--- src/rtl/sirene_fabrica.sv ---
// Factory night/production siren: keeps a simulated week clock and raises a
// blinking alarm when every machine stays stopped under the alarm condition.
module sirene_fabrica #(
  parameter int NMAQ       = 4,
  parameter int TICKS_HORA = 8,
  parameter int HORA_FIM   = 18,
  parameter int NCONFIRMA  = 3,
  parameter int PISCA      = 2
) (
  input  logic            clk_2,
  input  logic            reset_n,
  input  logic [NMAQ-1:0] paradas_i,
  input  logic            producao,
  input  logic            ack,
  output logic [4:0]      hora,
  output logic [2:0]      dia,
  output logic            sirene,
  output logic [1:0]      estado
);

  localparam int TW = (TICKS_HORA > 1) ? $clog2(TICKS_HORA) : 1;
  localparam int CW = $clog2(NCONFIRMA);
  localparam int BW = $clog2(2 * PISCA);

  localparam logic [1:0] IDLE     = 2'd0;
  localparam logic [1:0] CONFIRMA = 2'd1;
  localparam logic [1:0] ALARME   = 2'd2;
  localparam logic [1:0] SILENCIO = 2'd3;

  localparam logic [TW-1:0] TICK_MAX  = TW'(TICKS_HORA - 1);
  localparam logic [CW-1:0] CONF_LAST = CW'(NCONFIRMA - 1);
  localparam logic [BW-1:0] BLINK_MAX = BW'(2 * PISCA - 1);
  localparam logic [BW-1:0] BLINK_ON  = BW'(PISCA);
  localparam logic [4:0]    FIM       = 5'(HORA_FIM);

  logic [TW-1:0] tick;
  logic [CW-1:0] conf;
  logic [BW-1:0] blink;
  logic [1:0]    state;
  logic          hour_wrap;
  logic          day_wrap;
  logic          cond;

  assign hour_wrap = (tick == TICK_MAX);
  assign day_wrap  = hour_wrap && (hora == 5'd23);

  assign cond = (&paradas_i) &
                ((hora >= FIM) | ((dia == 3'd4) & producao));

  assign estado = state;
  assign sirene = (state == ALARME) && (blink < BLINK_ON);

  // Wall clock runs regardless of alarm activity
  always_ff @(posedge clk_2) begin
    if (!reset_n) begin
      tick <= '0;
      hora <= '0;
      dia  <= '0;
    end else if (hour_wrap) begin
      tick <= '0;
      if (hora == 5'd23) begin
        hora <= '0;
        dia  <= (dia == 3'd6) ? 3'd0 : dia + 3'd1;
      end else begin
        hora <= hora + 5'd1;
      end
    end else begin
      tick <= tick + TW'(1);
    end
  end

  always_ff @(posedge clk_2) begin
    if (!reset_n) begin
      state <= IDLE;
      conf  <= '0;
    end else begin
      unique case (state)
        IDLE: begin
          if (cond) begin
            state <= CONFIRMA;
            conf  <= CW'(1);
          end
        end
        CONFIRMA: begin
          if (!cond) begin
            state <= IDLE;
          end else if (conf == CONF_LAST) begin
            state <= ALARME;
          end else begin
            conf <= conf + CW'(1);
          end
        end
        ALARME: begin
          if (!cond)     state <= IDLE;
          else if (ack)  state <= SILENCIO;
        end
        SILENCIO: begin
          if (!cond) begin
            state <= IDLE;
          end else if (day_wrap) begin
            state <= CONFIRMA;
            conf  <= CW'(1);
          end
        end
        default: state <= IDLE;
      endcase
    end
  end

  // ALARME is only entered from CONFIRMA, so blink is zero on entry
  always_ff @(posedge clk_2) begin
    if (!reset_n) begin
      blink <= '0;
    end else if (state == ALARME) begin
      blink <= (blink == BLINK_MAX) ? '0 : blink + BW'(1);
    end else begin
      blink <= '0;
    end
  end

endmodule

--- config.mk ---
export PLATFORM = sky130hd
export DESIGN_NAME = sirene_fabrica
export DESIGN_NICKNAME = d
export VERILOG_FILES = /design/src/rtl/sirene_fabrica.sv
export SDC_FILE = /design/constraint.sdc
export NUM_CORES = 1
export LEC_CHECK = 0
export CORE_UTILIZATION = 50
export CTS_BUF_LIST = sky130_fd_sc_hd__clkbuf_4
export DETAILED_ROUTE_END_ITERATION = 8
export GPL_ROUTABILITY_DRIVEN = 1
export PLACE_DENSITY = 0.8
export SLEW_MARGIN = 40
export SYNTH_ARGS = -nofsm -noshare
export SYNTH_HDL_FRONTEND = slang
export SYNTH_SLANG_ARGS = --single-unit
--- constraint.sdc ---
create_clock -name clk_2 -period 1.8 [get_ports clk_2]
set_input_delay 0.18 -clock clk_2 [delete_from_list [all_inputs] [get_ports clk_2]]
set_output_delay 0.18 -clock clk_2 [all_outputs]
set_load 0.01 [all_outputs]
==> run summary <==
RUN STATUS
-----------------------------------------------------------------------------------------------------------------
Run status                                                                                           finished clean

CELLS AND AREA
-----------------------------------------------------------------------------------------------------------------
Most common library cell in the layout ignoring fill and taps                                        sky130_fd_sc_hd__clkdlybuf4s50_1
Area delta synth->final                                                                                     28.4%
Share of final-layout standard cells stronger than drive strength 1                                         0.117
Non-filler cells, final                                                                                       119
Antenna Cells                                                                                                   0
Final instance area                                                                                    1060 sq um
Fin nets                                                                                                      118
Highest-count cells in the layout ignoring fill and taps                                             sky130_fd_sc_hd__clkdlybuf4s50_1 (18), sky130_fd_sc_hd__dfxtp_1 (17), sky130_fd_sc_hd__nand2_1 (8)
Final cell utilization of the core                                                                          0.694

STA
-----------------------------------------------------------------------------------------------------------------
Maximum operating frequency                                                                             0.594 GHz
Worst Skew                                                                                                2.47 ps
Slew margin rel.                                                                                            0.781
Worst Hold Slack                                                                                           435 ps
Hold violation count in the final report                                                                        0
Final period util                                                                                           0.936
Total negative slack for setup checks                                                                        0 ps
Unrepaired setup endpoints after global routing                                                             false
Slew of the pin with the lowest slew margin                                                                327 ps
Fin crit period                                                                                           1680 ps
Number of max-slew violations in the final report                                                               0
Worst Slack Setup Final                                                                                    115 ps
Setup-failing EPs final                                                                                         0

CLOCKING
-----------------------------------------------------------------------------------------------------------------
Count of H-tree levels built during CTS                                                                         1
Clock sinks                                                                                                    17
Number of buffers inserted by hold repair at cts                                                                0
Source-to-sink clock delay at the later pin of the worst-skew pair                                         280 ps
Post-cts repair resize count                                                                                    0
TritonCTS clock tree                                                                                          yes
Clock buffers created by TritonCTS                                                                              3
Root buffer cell                                                                                     sky130_fd_sc_hd__clkbuf_4
Clock Path Buffers                                                                                              2
Register clock-pin slew on the reported worst setup and hold paths                                         100 ps
Postcts setup bufs                                                                                              0

FLOORPLANNING
-----------------------------------------------------------------------------------------------------------------
Die width                                                                                            42.6 microns
Starting utilization of the core area                                                                       0.540
Die area                                                                                               1810 sq um
Io pins                                                                                                        19
Y dimension of the die                                                                               42.6 microns
Area of the core                                                                                       1520 sq um
Number of core rows                                                                                            14

CRITICAL PATH
-----------------------------------------------------------------------------------------------------------------
Critical Setup Path Class                                                                              reg -> out
Maximum fanout along the worst path                                                                             5
Startpoint Class                                                                                        flip-flop
Arrival time of data at the critical path endpoint                                                        1500 ps
Worst Setup End Kind                                                                                 primary output
Data required time of the critical path                                                                   1620 ps

DETAILED ROUTING
-----------------------------------------------------------------------------------------------------------------
Routed met3 length                                                                                     35 microns
DRT met1 WL                                                                                           715 microns
Uppermost routed layer                                                                                       met4
DRC Markers                                                                                                     0
Metal2 WL                                                                                             742 microns
Post-DR vias/cell                                                                                            5.46
Total number of vias                                                                                          650
Number of DRC violations after detailed-routing iteration 0                                                     7
Avg WL per Cell                                                                                      12.7 microns
Antenna Violating Nets Remaining                                                                                0
First drt pass iteration count                                                                                  4
Post-detailed-routing wire length                                                                    1510 microns

PWR
-----------------------------------------------------------------------------------------------------------------
Leakage power                                                                                            0.430 nW
Pwr per Cell Area                                                                                     585 nW/um^2
Worst voltage drop across the vdd grid                                                                 0.000570 V
Overall Power                                                                                              618 uW

PLACEMENT
-----------------------------------------------------------------------------------------------------------------
Cell total after placement                                                                                    115
Placer Congestion                                                                                           0.748
Setup slack after placement                                                                                149 ps
Half-perimeter wire length of the detailed placement result                                          1160 microns
Post-placement cell area                                                                               1030 sq um
Number of buffers added on ports                                                                               18

GLOBAL ROUTE
-----------------------------------------------------------------------------------------------------------------
Number of antenna violations at the first check in global routing                                               0
Residual overflow from global routing                                                                           0
Global-route usage over all layers                                                                          0.190
Global-route wire length before repair                                                               2580 microns
Vias in the first global route                                                                                615
Pin count of the biggest net entering global routing                                                           11

YOSYS
-----------------------------------------------------------------------------------------------------------------
Main combinational cell family by area after synthesis                                               simple AND/OR/NAND/NOR gates
Count of warnings emitted by yosys                                                                              0
Proportion of synthesized area in mux cells                                                                     0
Post-synth EDFFs                                                                                                0
Mean cell area of the mapped netlist                                                                   10.2 sq um
Post-synth top area share                                                                                   0.413
Flop and latch count out of synthesis                                                                          17
Post-Synthesis Cells                                                                                           81
Cell type with the largest total area after synthesis                                                sky130_fd_sc_hd__dfxtp_1
Post-synthesis xor/xnor area fraction                                                                      0.0319
Post-Syn Area                                                                                           823 sq um
Share of the synthesized area in compound gates (AO/OA/AOI/OAI)                                             0.164
Netlist cell types                                                                                             33
Cell types occupying the most area after synthesis                                                   sky130_fd_sc_hd__dfxtp_1 (41%), sky130_fd_sc_hd__ha_1 (9.1%), sky130_fd_sc_hd__o211a_1 (3.6%)
Share of async-settable or async-resettable flops after synthesis                                               0
Area share of and/or/nand/nor cells after synthesis                                                         0.266
Arithmetic-cell share of the synthesized area counting full adders, half adders and majority gates         0.0912
Main flop type after synthesis                                                                       sky130_fd_sc_hd__dfxtp_1
Net count of the mapped netlist                                                                                95
Sequential fraction of the synthesis area                                                                   0.413

JOB
-----------------------------------------------------------------------------------------------------------------
Number of max-cap violations                                                                                    0

HOLD PATH
-----------------------------------------------------------------------------------------------------------------
Class of the most critical hold timing path                                                            reg -> reg

-- worst max-delay path, cell delays in order (launching register included) --
cell	delay [ps]
sky130_fd_sc_hd__dfxtp_1	360
sky130_fd_sc_hd__nand2b_1	220
sky130_fd_sc_hd__nor2_1	110
sky130_fd_sc_hd__clkdlybuf4s50_1	540
-- metal layers --
layer	vias to the layer above	global-route usage
li1	338	-
met1	303	0.225
met2	7	0.320
met3	2	0.0517
met4	0	0.0750
met5	-	0
-- cell families after synthesis --
logic type	Yosys count
fa+ha+maj	6
compound gates	15
buf+inv	7
xor+xnor	3
flops	17
simple gates	33
-- cells in the mapped netlist, drive strengths merged, types with 2 or more instances --
master   n
nand4    2
nor2b    2
and3     2
nand2    8
and3b    3
a21oi    3
nor2     4
o21ai    3
inv      5
dfxtp   17
o211a    3
nor3b    3
ha       6
nor4b    2
xnor2    2
-- worst paths after layout --
kind | from | end | slack [ps] | cells past startpoint
min reg2reg | tick[0]$_SDFF_PP0_ | tick[0]$_SDFF_PP0_ | 440 | 1
max reg2reg | hora[1]$_SDFFE_PN0N_ | conf[1]$_SDFFE_PN0P_ | 140 | 5
min | tick[0]$_SDFF_PP0_ | tick[0]$_SDFF_PP0_ | 440 | 1
max | estado[0]$_SDFFE_PN0P_ | sirene | 120 | 3
-- flip-flops by register name (all words and copies together) (netlist names) --
register / flops
conf: 2
blink: 2
tick: 3
hora: 5
dia: 3
estado: 2
-- power breakdown --
part	internal, mW	total [mW]	switching [mW]
clock	0.0824	0.198	0.115
sequential	0.382	0.385	0.00277
combinational	0.0231	0.0357	0.0126
-- layout make-up --
type	instances	area [sq um]
clock buffer	3	22.5
clock inverter	1	5.00
sequential	17	340
multi-input combinational	57	455
fill	121	467
tap	16	20.0
inverter	5	18.8
timing repair buffer	20	195
Note: power is estimated with default switching activity, not from simulation.
